$ cat src/rtl/if_id_stage_if.sv
// if_id_stage_if: fetch-side, hazard-side and decode-side signals of the IF/ID latch
interface if_id_stage_if #(
  parameter int WORD_W = 32,
  parameter int CNT_W  = 16
);
  logic              ihit;
  logic              dhit;
  logic              dmem_pend;
  logic              hazard;
  logic              branch;
  logic              jump;
  logic [WORD_W-1:0] imemload;
  logic [WORD_W-1:0] npc_in;
  logic [WORD_W-1:0] instr_out;
  logic [WORD_W-1:0] npc_out;
  logic              valid_out;
  logic              pc_en;
  logic              halted;
  logic              flush_pend;
  logic [CNT_W-1:0]  bubble_cnt;
  modport master (
    output ihit, dhit, dmem_pend, hazard, branch, jump, imemload, npc_in,
    input  instr_out, npc_out, valid_out, pc_en, halted, flush_pend, bubble_cnt
  );
  modport slave (
    input  ihit, dhit, dmem_pend, hazard, branch, jump, imemload, npc_in,
    output instr_out, npc_out, valid_out, pc_en, halted, flush_pend, bubble_cnt
  );
endinterface

$ cat src/rtl/if_id_stage.sv
// if_id_stage: IF/ID pipeline latch turning stalls and flushes into held or bubbled decode slots
module if_id_stage #(
  parameter int              WORD_W   = 32,
  parameter int              CNT_W    = 16,
  parameter logic [WORD_W-1:0] NOP_WORD = '0,
  parameter logic [5:0]      HALT_OP  = 6'b111111
) (
  input logic           CLK,
  input logic           RST,
  if_id_stage_if.slave  bus
);
  logic [WORD_W-1:0] r_instr;
  logic [WORD_W-1:0] r_npc;
  logic              r_valid;
  logic              r_halted;
  logic              r_flush_pend;
  logic [CNT_W-1:0]  r_cnt;
  logic              w_mem_stall;
  logic              w_flush;
  logic              w_active;
  logic              w_bubble;
  logic              w_load;
  logic              w_halt_hit;
  logic              w_flush_pend_nxt;
  // Decode the priority ladder into bubble/load/flush-tracking decisions for this edge
  always_comb begin
    w_mem_stall      = bus.dmem_pend & ~bus.dhit;
    w_flush          = bus.branch | bus.jump;
    w_active         = ~r_halted & ~w_mem_stall;
    w_bubble         = w_active & (w_flush | (r_flush_pend & bus.ihit) | (~bus.hazard & ~bus.ihit));
    w_load           = w_active & ~w_flush & ~r_flush_pend & ~bus.hazard & bus.ihit;
    w_halt_hit       = w_load & (bus.imemload[WORD_W-1 -: 6] == HALT_OP);
    w_flush_pend_nxt = r_halted ? r_flush_pend
                     : w_mem_stall ? (r_flush_pend | w_flush)
                     : w_flush ? ~bus.ihit
                     : (r_flush_pend & ~bus.ihit);
  end
  // Latch state; reset beats halt and any pending flush
  always_ff @(posedge CLK) begin
    if (RST) begin
      r_instr      <= NOP_WORD;
      r_npc        <= '0;
      r_valid      <= 1'b0;
      r_halted     <= 1'b0;
      r_flush_pend <= 1'b0;
      r_cnt        <= '0;
    end else begin
      if (w_bubble) begin
        r_instr <= NOP_WORD;
        r_valid <= 1'b0;
      end else if (w_load) begin
        r_instr <= bus.imemload;
        r_npc   <= bus.npc_in;
        r_valid <= 1'b1;
      end
      if (w_halt_hit) r_halted <= 1'b1;
      r_flush_pend <= w_flush_pend_nxt;
      if (w_bubble && r_cnt != '1) r_cnt <= r_cnt + CNT_W'(1);
    end
  end
  assign bus.instr_out  = r_instr;
  assign bus.npc_out    = r_npc;
  assign bus.valid_out  = r_valid;
  assign bus.halted     = r_halted;
  assign bus.flush_pend = r_flush_pend;
  assign bus.bubble_cnt = r_cnt;
  assign bus.pc_en      = bus.ihit & ~bus.hazard & ~w_mem_stall & ~r_halted & ~RST;
endmodule

$ cat src/flat_wrapper.sv
// flat-port wrapper written by rule: the top's interface ports become plain ports
module if_id_stage_flat 
#(
  parameter int              WORD_W   = 32,
  parameter int              CNT_W    = 16,
  parameter logic [WORD_W-1:0] NOP_WORD = '0,
  parameter logic [5:0]      HALT_OP  = 6'b111111
)
  (CLK, RST, bus_ihit, bus_dhit, bus_dmem_pend, bus_hazard, bus_branch, bus_jump, bus_imemload, bus_npc_in, bus_instr_out, bus_npc_out, bus_valid_out, bus_pc_en, bus_halted, bus_flush_pend, bus_bubble_cnt);
  if_id_stage_if #(.WORD_W(WORD_W), .CNT_W(CNT_W)) bus_i ();
  input logic CLK;
  input logic RST;
  input wire logic [$bits(bus_i.ihit)-1:0] bus_ihit;
  input wire logic [$bits(bus_i.dhit)-1:0] bus_dhit;
  input wire logic [$bits(bus_i.dmem_pend)-1:0] bus_dmem_pend;
  input wire logic [$bits(bus_i.hazard)-1:0] bus_hazard;
  input wire logic [$bits(bus_i.branch)-1:0] bus_branch;
  input wire logic [$bits(bus_i.jump)-1:0] bus_jump;
  input wire logic [$bits(bus_i.imemload)-1:0] bus_imemload;
  input wire logic [$bits(bus_i.npc_in)-1:0] bus_npc_in;
  output wire logic [$bits(bus_i.instr_out)-1:0] bus_instr_out;
  output wire logic [$bits(bus_i.npc_out)-1:0] bus_npc_out;
  output wire logic [$bits(bus_i.valid_out)-1:0] bus_valid_out;
  output wire logic [$bits(bus_i.pc_en)-1:0] bus_pc_en;
  output wire logic [$bits(bus_i.halted)-1:0] bus_halted;
  output wire logic [$bits(bus_i.flush_pend)-1:0] bus_flush_pend;
  output wire logic [$bits(bus_i.bubble_cnt)-1:0] bus_bubble_cnt;
  assign bus_i.ihit = bus_ihit;
  assign bus_i.dhit = bus_dhit;
  assign bus_i.dmem_pend = bus_dmem_pend;
  assign bus_i.hazard = bus_hazard;
  assign bus_i.branch = bus_branch;
  assign bus_i.jump = bus_jump;
  assign bus_i.imemload = bus_imemload;
  assign bus_i.npc_in = bus_npc_in;
  assign bus_instr_out = bus_i.instr_out;
  assign bus_npc_out = bus_i.npc_out;
  assign bus_valid_out = bus_i.valid_out;
  assign bus_pc_en = bus_i.pc_en;
  assign bus_halted = bus_i.halted;
  assign bus_flush_pend = bus_i.flush_pend;
  assign bus_bubble_cnt = bus_i.bubble_cnt;
  if_id_stage #(.WORD_W(WORD_W), .CNT_W(CNT_W), .NOP_WORD(NOP_WORD), .HALT_OP(HALT_OP)) u_core (.CLK(CLK), .RST(RST), .bus(bus_i));
endmodule
$ cat config.mk
export PLATFORM = sky130hd
export DESIGN_NAME = if_id_stage_flat
export DESIGN_NICKNAME = d
export VERILOG_FILES = /design/src/rtl/if_id_stage_if.sv /design/src/rtl/if_id_stage.sv /design/src/flat_wrapper.sv
export SDC_FILE = /design/constraint.sdc
export NUM_CORES = 1
export LEC_CHECK = 0
export CORE_AREA = 2 2 84 103
export DETAILED_ROUTE_END_ITERATION = 7
export DIE_AREA = 0 0 86 105
export GPL_TIMING_DRIVEN = 0
export PLACE_DENSITY = 0.78
export SLEW_MARGIN = 20
export SYNTH_ARGS = -nofsm -noshare
export SYNTH_HDL_FRONTEND = slang
export SYNTH_SLANG_ARGS = --single-unit
$ cat constraint.sdc
create_clock -name CLK -period 2.1 [get_ports CLK]
set_input_delay 0.42 -clock CLK [delete_from_list [all_inputs] [get_ports CLK]]
set_output_delay 0.42 -clock CLK [all_outputs]
set_load 0.01 [all_outputs]
==> flow_summary.ini, run 1 <==
[setup_path]
r2r_start = u_core.bus.bubble_cnt[0]
cp_slowest_cell = or4_4
crit_path_max_incr_delay_ps = 580
critPathMaxFanout = 10
path_cells = clkdlybuf4s50_1, or2_2, or4_4, clkbuf_1, nand2_1, a21oi_1
r2r_cells = 7
critPathKind = input port to register
regToRegSetupSlack_ps = 140
critPathCaptureType = register
worstSetupStartpointType = input port
required_ps = 2310
cp.arrival_ps = 2210
rr_endpoint = u_core.bus.bubble_cnt[3]

[floorplanning]
die_width_um = 86
num_rows = 36
io_pins = 156
dieArea_sq_um = 9030
core_sq_um = 7973
start_util_pct = 39.41
die_y_um = 105

[sta]
skew_ps = 8.911
setup_tns_ps = 0
maxSlewViolCount = 0
worst_pin_slew_ps = 560.8
max_freq_ghz = 0.4991
fin_crit_sh_pct = 95.41
rsz0062_at_grt = yes
setup_viol = 0
hold_viol = 0
period_minus_slack_ps = 2004
relSlewSlack_pct = 62.61

[clock_network]
numCtsBuffers = 9
path_clk_slew_ps = 80
tritoncts = done
post_cts_buffers = 0
htreeDepth = 3
root_buffer = clkbuf_8
hold_buffers = 0
clock_sinks = 83
clk_latency_ps = 340
clock_path_buffers = 2

[run]
max-cap-violations = 0

[power]
irDropWorstVdd_uv = 389.4
power_leakage_nw = 1.675
power_density_nw_per_um2 = 633.1
finalPower_mw = 3.198

[logic_synthesis]
synth_area_sq_um = 3142
yosysSeqAreaShare_pct = 52.89
synth.area.top_cells = dfxtp_1 (53%), nand2_1 (16%), a21oi_1 (12%)
syn_area_per_cell_sq_um = 8.035
syn_nets = 464
synth_top_area_share_pct = 52.89
synth_top_area_cell = dfxtp_1
ys_types = 35
ys_warn_count = 0
synth_cells = 391
ys_ff_latch = 83

[finish]
fin_nets = 628
areaGrowthSynthToFinish_pct = 60.77
stdcell_count = 655
layout_common_cells = clkdlybuf4s50_1 (153), nand2_1 (131), dfxtp_1 (83)
final_layout_size_suffix_gt1_share_pct = 6.786
fillers = 686
final_common_cell = clkdlybuf4s50_1
diodes = 0

[placement]
gp_congestion = 0.8969
port_buffers = 154
dp.cells = 640
dp_hpwl_um = 6931

[grt]
grt_overflow = 0
grt_pass1_wl_um = 14710
grt_antenna_before_repair = 0
grt_max_degree = 15
grt_util_all_layers_pct = 20.23
grt_pass1_vias = 3168

[hold_path]
min_path_cells = 2
hold_path_class = register to register
min-delay-start = u_core.bus.npc_out[6]
whs_endpoint = u_core.bus.npc_out[6]

[route]
drtIter0Drc = 98
ant_nets = 0
drt-pass1-iter-count = 4
wl_per_cell_um = 14.00
drc = 0
drt_wl_total_um = 9168
vias = 3201
via_per_inst = 4.887

[run_status]
status = finished, final reports clean
[sequential cells by signal, summed over array words and instances, names as in the netlist]
name	cells
u_core.bus.bubble_cnt	16
u_core.bus.flush_pend	1
u_core.bus.npc_out	32
u_core.bus.valid_out	1
u_core.bus.instr_out	32
u_core.bus.halted	1
[layout make-up]
class,count,area [sq um],share of cell area (%)
tap,95,118.9,2.353
timing repair buffer,154,1536,30.42
buffer,23,107.6,2.130
sequential,83,1662,32.90
clock buffer,11,141.4,2.799
inverter,5,18.77,0.3716
multi-input combinational,279,1381,27.35
clock inverter,5,85.08,1.684
[synthesized netlist by cell type, drive strengths merged]
library cell and n:
a211oi 1, a21o 2, a21oi 74, and2 1
and3 2, and4 2, buf 6, clkbuf 18
dfxtp 83, ha 1, inv 5, mux2 3
mux2i 1, nand2 131, nand2b 2, nand3 4
nand4 9, nor2 13, nor2b 3, nor3 2
nor4 1, o211ai 1, o21a 1, o21ai 5
o31ai 3, or2 2, or3 6, or4 5
xnor2 2, xor2 2
[logic make-up (layout without fill, tap and decap cells)]
| family | after synthesis | after routing | synth area share [%] |
|---|---|---|---|
| simple gates | 183 | 183 | 25.69 |
| fa+ha+maj | 1 | 1 | 0.3982 |
| flops | 83 | 83 | 52.89 |
| compound gates | 87 | 87 | 14.50 |
| buf+inv | 29 | 198 | 3.903 |
| xor+xnor | 4 | 4 | 1.115 |
| mux | 4 | 4 | 1.513 |
[worst max-delay path by stage]
| stage | start | to | slack [ps] | cells after the start |
|---|---|---|---|---|
| detailed placement | bus_ihit | u_core.bus.instr_out[5] | -490 | 7 |
| global placement | bus_ihit | u_core.bus.instr_out[5] | -440 | 7 |
| finish | bus_jump | u_core.bus.instr_out[26] | 100 | 6 |
| global route | bus_dmem_pend | u_core.bus.instr_out[26] | -2 | 7 |
| CTS | bus_ihit | u_core.bus.instr_out[5] | 30 | 7 |
| floorplan | u_core.bus.bubble_cnt[12] | u_core.bus.bubble_cnt[3] | 270 | 6 |
[what timing repair did]
item | CTS | global route
endpoints found under the setup margin | 61 | 42
pin swaps | 0 | 3
resized for setup | 3 | 14
hold endpoints to repair | 0 | 0
[through the flow]
step	hold WS [ps]	util, %	instance area [sq um]	worst slack, ps
after floorplan	480.5	-	3142	268.2
after global placement	441.3	60.23	4802	-435.4
after detailed placement	445.5	60.23	4802	-485.1
after CTS	456.3	63.14	5034	34.93
after global routing	472.7	63.36	5051	-2.420
final	457.1	63.36	5051	96.49
[layer usage]
layer | vias up | wire length [um] | track usage, %
met3 | 10 | 549 | 5.055
met4 | 0 | 97 | 7.256
li1 | 1629 | - | -
met5 | - | 0 | 0
met2 | 108 | 4711 | 35.66
met1 | 1454 | 3809 | 23.24
[worst max-delay path: cells and delay by family]
| family | cells | cell delay, ps |
|---|---|---|
| simple gates | 3 | 1060 |
| buf+inv | 2 | 650 |
| compound gates | 1 | 70 |
[where the power goes]
part	internal (mW)	switching, mW	total, mW
sequential	1.59	0.0162	1.61
clock	0.710	0.574	1.28
combinational	0.184	0.122	0.305
total	2.49	0.712	3.20
Note: power is estimated with default switching activity, not from simulation.
==> run 2, diff against run 1 <==
--- a/config.mk
+++ b/config.mk
@@ -5,11 +5,13 @@
 export SDC_FILE = /design/constraint.sdc
 export NUM_CORES = 1
 export LEC_CHECK = 0
-export CORE_AREA = 2 2 84 103
+export CELL_PAD_IN_SITES_DETAIL_PLACEMENT = 1
+export CELL_PAD_IN_SITES_GLOBAL_PLACEMENT = 1
+export CORE_AREA = 2 2 100 122
 export DETAILED_ROUTE_END_ITERATION = 7
-export DIE_AREA = 0 0 86 105
+export DIE_AREA = 0 0 102 124
 export GPL_TIMING_DRIVEN = 0
-export PLACE_DENSITY = 0.78
+export PLACE_DENSITY_LB_ADDON = 0.1
 export SLEW_MARGIN = 20
 export SYNTH_ARGS = -nofsm -noshare
 export SYNTH_HDL_FRONTEND = slang
==> flow_summary.ini, run 2 (synthesis results as in run 1) <==
[run_status]
status = finished, final reports clean

[finish]
areaGrowthSynthToFinish_pct = 66.31
fin_nets = 630
final_common_cell = clkdlybuf4s50_1
final_layout_size_suffix_gt1_share_pct = 7.117
stdcell_count = 719
layout_common_cells = clkdlybuf4s50_1 (153), nand2_1 (131), dfxtp_1 (83)
diodes = 0
fillers = 1363

[floorplanning]
io_pins = 156
die_width_um = 102
core_sq_um = 11410
dieArea_sq_um = 12650
num_rows = 43
die_y_um = 124
start_util_pct = 27.54

[grt]
grt_max_degree = 14
grt_pass1_vias = 3413
grt_pass1_wl_um = 16560
grt_overflow = 0
grt_antenna_before_repair = 0
grt_util_all_layers_pct = 16.78

[sta]
worst_pin_slew_ps = 600.2
period_minus_slack_ps = 2025
fin_ws_ps = 74.95
hold_viol = 0
skew_ps = 5.555
relSlewSlack_pct = 59.98
fin_crit_sh_pct = 96.43
max_freq_ghz = 0.4938
whs_ps = 451.9
rsz0062_at_grt = no
maxSlewViolCount = 0
setup_viol = 0

[clock_network]
numCtsBuffers = 9
root_buffer = clkbuf_16
clk_latency_ps = 330
htreeDepth = 3
clock_sinks = 83
path_clk_slew_ps = 60
tritoncts = done
clock_path_buffers = 2
hold_buffers = 0

[placement]
dp_hpwl_um = 7931
gp_congestion = 0.7053
dp.cells = 702
dp_slack_ps = -677.1
port_buffers = 154

[setup_path]
critPathKind = input port to register
critPathCaptureType = register
critPathMaxFanout = 10
cp.arrival_ps = 2220
worstSetupStartpointType = input port
required_ps = 2290

[power]
irDropWorstVdd_uv = 332.3
power_density_nw_per_um2 = 684.4
power_leakage_nw = 1.727

[route]
wl_per_cell_um = 14.76
ant_nets = 0
drt-pass1-iter-count = 4
drtIter0Drc = 57
via_per_inst = 4.540
drc = 0
vias = 3264
drt_wl_total_um = 10610

[hold_path]
hold_path_class = register to register

[run]
max-cap-violations = 0
## run 2: cell count changes in the layout (fill, tap and decap cells not counted)
cell and delta:
nor3_1 +1, clkinv_2 +2, clkinv_4 -1, clkbuf_4 -1, buf_4 +3, buf_1 -1
clkbuf_8 -10, clkbuf_16 +9, inv_6 -1, clkbuf_2 +2, nor3_2 -1
## run 2: where the power goes
group	internal [mW]	switching [mW]	total, mW
Sequential	1.59	0.0165	1.61
Clock	1.04	0.618	1.66
Combinational	0.184	0.125	0.309
## run 2: final cells by class
class | instances | area, sq um | share of cell area [%]
timing repair buffer | 156 | 1551 | 29.69
clock inverter | 5 | 77.57 | 1.485
clock buffer | 11 | 232.7 | 4.454
inverter | 5 | 18.77 | 0.3592
tap | 157 | 196.4 | 3.760
sequential | 83 | 1662 | 31.80
buffer | 23 | 110.1 | 2.107
multi-input combinational | 279 | 1376 | 26.34
## run 2: through the flow
step | util [%] | setup TNS [ps] | instance area (sq um) | total power, mW
global placement | 42.78 | -34830 | 4880 | 1.948
detailed placement | 42.78 | -38190 | 4880 | 1.954
global route | 45.81 | 0 | 5225 | 3.709
floorplan | - | 0 | 3142 | 1.741
finish | 45.81 | 0 | 5225 | 3.576
CTS | 45.67 | 0 | 5209 | 3.632
## run 2: path summary, 6_finish.rpt
check,start,end,slack [ps],cells past startpoint
hold / removal,u_core.bus.npc_out[30],u_core.bus.npc_out[30],450,2
hold reg to reg,u_core.bus.npc_out[30],u_core.bus.npc_out[30],450,2
setup reg to reg,u_core.bus.bubble_cnt[3],u_core.bus.bubble_cnt[3],100,6
setup / recovery,bus_jump,u_core.bus.npc_out[29],70,6
## run 2: critical path: stages
cell and delay [ps]:
clkdlybuf4s50_1 390, or2_2 350, or4_4 600, clkbuf_2 250, nand2_1 110, a21oi_1 80
## run 2: repair_timing
item / in CTS / in global routing
setup buffers: 0 / 2
setup endpoints to repair: 63 / 61
pin swaps: 1 / 4
hold endpoints to repair: 0 / 0
gates resized for setup: 7 / 10
## run 2: routing by layer
| metal | track usage [%] | vias up | part of all wire (%) |
|---|---|---|---|
| met5 | 0 | - | 0 |
| met4 | 6.500 | 0 | 1.5 |
| met3 | 2.806 | 10 | 5.0 |
| met2 | 29.69 | 94 | 50 |
| met1 | 20.17 | 1522 | 43 |
| li1 | - | 1638 | - |
